$ cat src/rtl/alu_pkg.sv
// alu_pkg: ALU op codes and arbiter state type shared by the ALU arbiter slice
package alu_pkg;

    typedef logic [2:0] alu_op_t;

    localparam alu_op_t ALU_AND = 3'd0;
    localparam alu_op_t ALU_OR  = 3'd1;
    localparam alu_op_t ALU_ADD = 3'd2;
    localparam alu_op_t ALU_SUB = 3'd6;
    localparam alu_op_t ALU_SLT = 3'd7;

    typedef enum logic [1:0] {IDLE, EXEC, RESP} arb_state_t;

endpackage

$ cat src/rtl/rr_arbiter.sv
// rr_arbiter: combinational round-robin pick, first requester at or above ptr with wrap
module rr_arbiter #(
    parameter int N = 2,
    localparam int GW = $clog2(N)
) (
    input  logic [N-1:0]  req,
    input  logic [GW-1:0] ptr,
    output logic [N-1:0]  gnt,
    output logic [GW-1:0] idx,
    output logic          any
);

    // scan offsets from the top down so the smallest offset from ptr wins
    always_comb begin
        int j;
        j = 0;
        idx = '0;
        for (int k = N - 1; k >= 0; k--) begin
            j = int'(ptr) + k;
            if (j >= N) j = j - N;
            if (req[j[GW-1:0]]) idx = j[GW-1:0];
        end
        any = |req;
        gnt = any ? N'(1) << idx : '0;
    end

endmodule

$ cat src/rtl/alu_arbiter.sv
// alu_arbiter: shares one external ALU among N_REQ requesters, one transaction in flight
module alu_arbiter
    import alu_pkg::*;
#(
    parameter int N_REQ = 2,
    localparam int GW = $clog2(N_REQ)
) (
    input  logic             clk,
    input  logic             rst_n,
    input  logic [N_REQ-1:0]   req_valid,
    output logic [N_REQ-1:0]   req_ready,
    input  logic [N_REQ*8-1:0] req_a,
    input  logic [N_REQ*8-1:0] req_b,
    input  logic [N_REQ*3-1:0] req_op,
    output logic [N_REQ-1:0]   rsp_valid,
    input  logic [N_REQ-1:0]   rsp_ready,
    output logic [7:0]       rsp_result,
    output logic             rsp_zero,
    output logic [7:0]       alu_srca,
    output logic [7:0]       alu_srcb,
    output logic [2:0]       alu_ctrl,
    input  logic [7:0]       alu_result,
    input  logic             alu_z,
    output logic             busy,
    output logic [GW-1:0]    grant_id
);

    arb_state_t state, nstate;
    logic [GW-1:0] ptr, widx;
    logic [N_REQ-1:0] wgnt;
    logic wany, acc, done, zr;
    logic [7:0] sel_a, sel_b, res;
    alu_op_t sel_op;

    rr_arbiter #(.N(N_REQ)) u_rr (
        .req(req_valid),
        .ptr(ptr),
        .gnt(wgnt),
        .idx(widx),
        .any(wany)
    );

    assign acc = state == IDLE && wany;
    assign done = state == RESP && rsp_ready[grant_id];
    assign rsp_result = res;
    assign rsp_zero = zr;

    // route the winner's operand slices toward the operand registers
    always_comb begin
        sel_a = '0;
        sel_b = '0;
        sel_op = '0;
        for (int i = 0; i < N_REQ; i++) begin
            if (wgnt[i]) begin
                sel_a = req_a[i*8 +: 8];
                sel_b = req_b[i*8 +: 8];
                sel_op = req_op[i*3 +: 3];
            end
        end
    end

    // state register
    always_ff @(posedge clk or negedge rst_n) begin
        if (!rst_n) state <= IDLE;
        else state <= nstate;
    end

    // next state: EXEC always lasts one cycle, RESP waits for the granted requester
    always_comb nstate = state == IDLE ? (wany ? EXEC : IDLE) : state == EXEC ? RESP : (done ? IDLE : RESP);

    // outputs decoded from state
    always_comb begin
        busy = state != IDLE;
        req_ready = state == IDLE ? wgnt : '0;
        rsp_valid = state == RESP ? N_REQ'(1) << grant_id : '0;
    end

    // ALU inputs double as the operand latch so they only change on a grant
    always_ff @(posedge clk or negedge rst_n) begin
        if (!rst_n) begin
            alu_srca <= '0;
            alu_srcb <= '0;
            alu_ctrl <= '0;
            grant_id <= '0;
            res <= '0;
            zr <= 1'b0;
            ptr <= '0;
        end else begin
            if (acc) begin
                alu_srca <= sel_a;
                alu_srcb <= sel_b;
                alu_ctrl <= sel_op;
                grant_id <= widx;
            end
            if (state == EXEC) begin
                res <= alu_result;
                zr <= alu_z;
            end
            if (done) ptr <= grant_id == GW'(N_REQ - 1) ? '0 : grant_id + 1'b1;
        end
    end

endmodule

$ cat config.mk
export PLATFORM = sky130hd
export DESIGN_NAME = alu_arbiter
export DESIGN_NICKNAME = d
export VERILOG_FILES = /design/src/rtl/alu_pkg.sv /design/src/rtl/rr_arbiter.sv /design/src/rtl/alu_arbiter.sv
export SDC_FILE = /design/constraint.sdc
export NUM_CORES = 1
export LEC_CHECK = 0
export CAP_MARGIN = 5
export CORE_MARGIN = 8
export CORE_UTILIZATION = 29
export DETAILED_ROUTE_END_ITERATION = 6
export SLEW_MARGIN = 20
export SYNTH_ARGS = -nofsm -noshare
export SYNTH_HDL_FRONTEND = slang
export SYNTH_SLANG_ARGS = --single-unit
$ cat constraint.sdc
create_clock -name clk -period 1.3 [get_ports clk]
set_input_delay 0.26 -clock clk [delete_from_list [all_inputs] [get_ports clk]]
set_output_delay 0.26 -clock clk [all_outputs]
set_load 0.005 [all_outputs]
Yosys cells after proc, flatten, opt, wreduce, memory -nomap -nowiden
Index checks and enable logic that the tools add are counted.

word-level totals
  bits in writable memories = 0
  register bits = 32
  output and inout bits = 34
  bits in latches = 0
  memories = 0
  input port bits = 53
  word-level logic and storage cells = 50
  ROM bits = 0

operators by class
  bitwise logic cells = 0
  reduce and logical (&&, ||, !) cells = 5
  $add $sub $neg = 4
  shifts and indexed selects = 2
  divide/modulo/power cells = 0
  mux-type cells = 24
  $mul = 0
  eq/ne operators = 2
  $lt $le $gt $ge = 5

operators by type and width
  kind                 count
  $mux 8               4
  $mux 1               12
  $mux 2               6
  $lt 1x2->1 const B   3
  $mux 3               2
  $shl 1x1->2 const A  2
  $add 1x1->2 const B  1
  $eq 2x1->1 const B   1
  $eq 2x2->1 const B   1
  $ge 1x2->1 const B   1
  $ge 2x2->1 const B   1
  $logic_and 1x1->1    2
  $logic_not 2->1      1
  $reduce_bool 2->1    1
  $reduce_or 2->1      1
  $sub 1x1->1 const B  2
  $add 1x1->1 const B  1

Logic depth before layout (Yosys ltp)
Gate-level depths: netlist (run 1).

  depth after elaboration = 11
  mapped depth = 5

Cells and area by module
Synthesis (run 1) repeated with hierarchy kept, for this count alone.

second synthesis, totals
  cells, all modules = 132
  area total of the unflattened synthesis = 1440.1 um^2

by module, submodules not included
  module       area an instance (um^2)  instances  cells an instance
  alu_arbiter  1407.6                   1          127
  rr_arbiter   32.5                     1          5

Worst setup path before layout (run 1)
OpenSTA, ideal clock, no wires.

  path type = register -> output
  from = reg state[0]
  to = out busy
  data required time = 1040 ps
  slack = 148 ps
  cell stages (with the launch flop) = 4
  buffers on the path = 1
  arrival = 892 ps
  cell sequence = dfrtp_1 nor2_1 buf_2 inv_1

on the way
  cells in the longest elaborated chain, start to end = 1

ends and longest elaborated chain
  element                 RTL line           RTL
  start, declared         alu_arbiter.sv:28  arb_state_t state, nstate;
  start signal, assigned  alu_arbiter.sv:65  else state <= nstate;
  $reduce_bool 2->1       alu_arbiter.sv:73  busy = state != IDLE;
  end, declared           alu_arbiter.sv:24  output logic busy,

No other way between the ends.

Worst setup path after layout (run 1)
  from = reg state[1]
  to = out req_ready[0]

on the way
  cells in the longest elaborated chain, start to end = 2

ends and longest elaborated chain
  element          RTL line           RTL
  $logic_not 2->1  alu_arbiter.sv:74  req_ready = state == IDLE ? wgnt : '0;
  $mux 2           alu_arbiter.sv:74
  end, declared    alu_arbiter.sv:11  output logic [N_REQ-1:0] req_ready,

No other way between the ends.

==> metrics, run 1 <==
I/O pin count=87; iteration count of the initial detailed-routing pass=4; antenna fix cells=0; Die Footprint=7730 µm²; net count of the mapped netlist=180; destination of the worst register-to-register timing path=rsp_result[5]; count of state elements after synthesis=32; worst-path fanout max=3; nature of the critical path startpoint=flip-flop; final-report hold violation count=0; number of cells after detailed placement=286; Ys Warns=0; number of DRC violations after detailed-routing iteration 0=24; sequential element share of the synthesized area=0.534; clock tree from TritonCTS=yes; status=complete, but fails checks; number of routed nets with antenna violations=0; clock period minus final worst setup slack=1520 ps; TritonCTS buffer count=5; area overhead of the layout relative to synthesis=90.4%; setup slack after layout=-216 ps; Distinct cells, synth=21; number of antenna violations at the first check in global routing=0; Critical Setup Path Class=reg2out; Worst slew margin=0.818; largest net degree at the start of global routing=33; drt total wl=5.88 mm; class of the worst hold path=in2async; Clock Pin Slew Worst Setup and Hold Paths=60 ps; Final Total Pwr=0.00597 W; Fillers=436; TritonCTS Sinks=32; power share of the sequential group=0.310; via/cell ratio=5.05; effective utilization at floorplan=0.297; Worst VDD drop=0.880 mV; worst-skew pair later-pin latency=270 ps; CTS Hold Bufs=0; CTS H-tree lvls=2; weighted congestion at the end of routability-driven global placement=0.669; WP data arrival=1260 ps; reg-to-reg critical path startpoint=state[1]; fraction of the cycle the final worst path needs=1.17; Switching Share=0.357; DRC viols=0; overall die width=87.9 µm; Syn Std Cell Area=1500 µm²; global-route usage over all layers=0.151; floorplan die height=87.9 µm; pins over their slew limit=0; estimated wirelength of the detail-placed design=3.99 mm; via count of the first global-routing pass=1691; number of buffers between clock root and the deepest sink=2; Remaining Overflow, GRT=0; unrepaired setup endpoints after global routing=yes; number of instances in the synthesized netlist=127; net load switching power=0.00213 W; share of final-layout standard cells stronger than drive strength 1=0.343; part of the total power dissipated in combinational logic=0.572; number of cells on the worst reg-to-reg path=4; # nets final=292; wire length of the first global-routing pass=8.89 mm; count of port buffers added during placement=86; actual slew at the worst max-slew pin=273 ps; final number of setup-violating endpoints=5; total core area=5040 µm²; clock root cell=clkbuf_8; Power Internal=0.00384 W; kind of capture point of the worst setup path=output port; average size of a mapped cell=11.8 µm²; mean routed wirelength per cell=19.0 µm; power density normalized to cell area=2090 nW/µm²; failing checks=setup timing; leakage power of the design=1.20 nW; setup skew after layout=3.63 ps; number of core rows=26; number of violations of the max-capacitance limit=0; power share of the clock group=0.119; achievable clock frequency=660 MHz; Worst Hold Margin=365 ps; reg-to-reg slack, setup=20 ps; Worst EP required=1040 ps; final non-filler cell total=309; via count=1560
## worst max path at each step
stage	startpoint	end	cells after the start
floorplan	state[0]	busy	3
global route	state[1]	req_ready[0]	5
global placement	req_valid[0]	req_ready[0]	5
finish	state[1]	req_ready[0]	5
detailed placement	req_valid[0]	req_ready[0]	5
CTS	state[1]	req_ready[0]	5
## metal layers
metal / up-vias / GRT usage / part of all wire
li1: 711 / - / -
met1: 793 / 0.160 / 0.39
met2: 54 / 0.267 / 0.54
met3: 2 / 0.0629 / 0.067
met4: 0 / 0.0453 / 0.0037
met5: - / 0 / 0
## state kept, by name, summed over array words and instances (netlist names)
signal and count:
alu_ctrl 3, alu_srcb 8, ptr 1, grant_id 1, rsp_result 8, state 2
rsp_zero 1, alu_srca 8
## synth_stat cells
cell type | instances | area [µm²]
dfrtp_1 | 32 | 801
a21oi_1 | 29 | 145
a32oi_1 | 19 | 166
a21oi_2 | 10 | 87.6
buf_2 | 8 | 40.0
mux2_2 | 8 | 90.1
buf_6 | 4 | 45.0
a21o_1 | 2 | 15.0
nand2_1 | 2 | 7.51
nand2b_1 | 2 | 12.5
a21boi_4 | 1 | 18.8
a22o_1 | 1 | 8.76
and3_1 | 1 | 6.26
and3b_1 | 1 | 8.76
inv_1 | 1 | 3.75
inv_2 | 1 | 3.75
mux2_1 | 1 | 11.3
mux2i_1 | 1 | 10.0
nor2_1 | 1 | 3.75
nor3b_1 | 1 | 7.51
or2_1 | 1 | 6.26
## power by group through the flow
stage / logic (W) / clock network, W / registers, W
2_1_floorplan: 0.00119 / 0 / 0.00188
3_3_place_gp: 0.00291 / 0 / 0.00183
3_5_place_dp: 0.00298 / 0 / 0.00186
4_1_cts: 0.00313 / 0.000731 / 0.00182
5_1_grt: 0.00369 / 0.000777 / 0.00191
6_report: 0.00341 / 0.000708 / 0.00185
## layout make-up
cell class / instances / area [µm²] / area share
inverters: 2 / 15.0 / 0.00526
well taps: 70 / 87.6 / 0.0307
clock inverters: 1 / 5.00 / 0.00175
multi-input cells: 81 / 723 / 0.253
flip-flops and latches: 32 / 803 / 0.281
clock buffers: 6 / 72.6 / 0.0254
repair buffers: 117 / 1150 / 0.402
## placed cells by master (no fill, tap or decap), types with 5 or more instances in the layout
| cell type | count |
|---|---|
| dfrtp_1 | 30 |
| a32oi_2 | 8 |
| mux2_2 | 8 |
| clkdlybuf4s50_1 | 50 |
| buf_6 | 13 |
| a32oi_1 | 11 |
| a21oi_1 | 26 |
| clkbuf_8 | 5 |
| buf_4 | 15 |
| dlygate4sd2_1 | 30 |
| a21oi_2 | 13 |
## timing repair
action	in CTS	in global routing
pin swaps	6	11
setup endpoints to repair	53	31
cloned	1	2
setup buffers	12	1
resized for setup	79	20
hold endpoints to repair	0	0
## kinds of logic after synthesis
logic type      after synthesis  share of synthesized area
buf+inv                      14                     0.0618
mux                          10                     0.0743
simple gates                  9                     0.0351
compound gates               62                      0.295
flops                        32                      0.534
## critical path: stages (launching register included)
cell and delay [ps]:
dfrtp_2 430, nor2_4 140, buf_6 120, nand2_4 40
a21oi_2 100, buf_2 140
## metrics by stage
stage	setup slack, ps	setup TNS [ps]	instance area (µm²)	util
2_1_floorplan	148	0	1500	-
3_5_place_dp	-607	-11460	2490	0.494
4_1_cts	-202	-776	2720	0.539
6_report	-216	-834	2850	0.566
3_3_place_gp	-532	-10300	2490	0.494
5_1_grt	-262	-1120	2850	0.566
Power figures use the tool's default switching activity.
==> run 2, diff against run 1 <==
--- a/config.mk
+++ b/config.mk
@@ -5,7 +5,7 @@
 export SDC_FILE = /design/constraint.sdc
 export NUM_CORES = 1
 export LEC_CHECK = 0
-export CAP_MARGIN = 5
+export CAP_MARGIN = 0
 export CORE_MARGIN = 8
 export CORE_UTILIZATION = 29
 export DETAILED_ROUTE_END_ITERATION = 6
==> results of run 2 <==
Same layout as run 1: the final DEF is identical, and so are final timing and power.
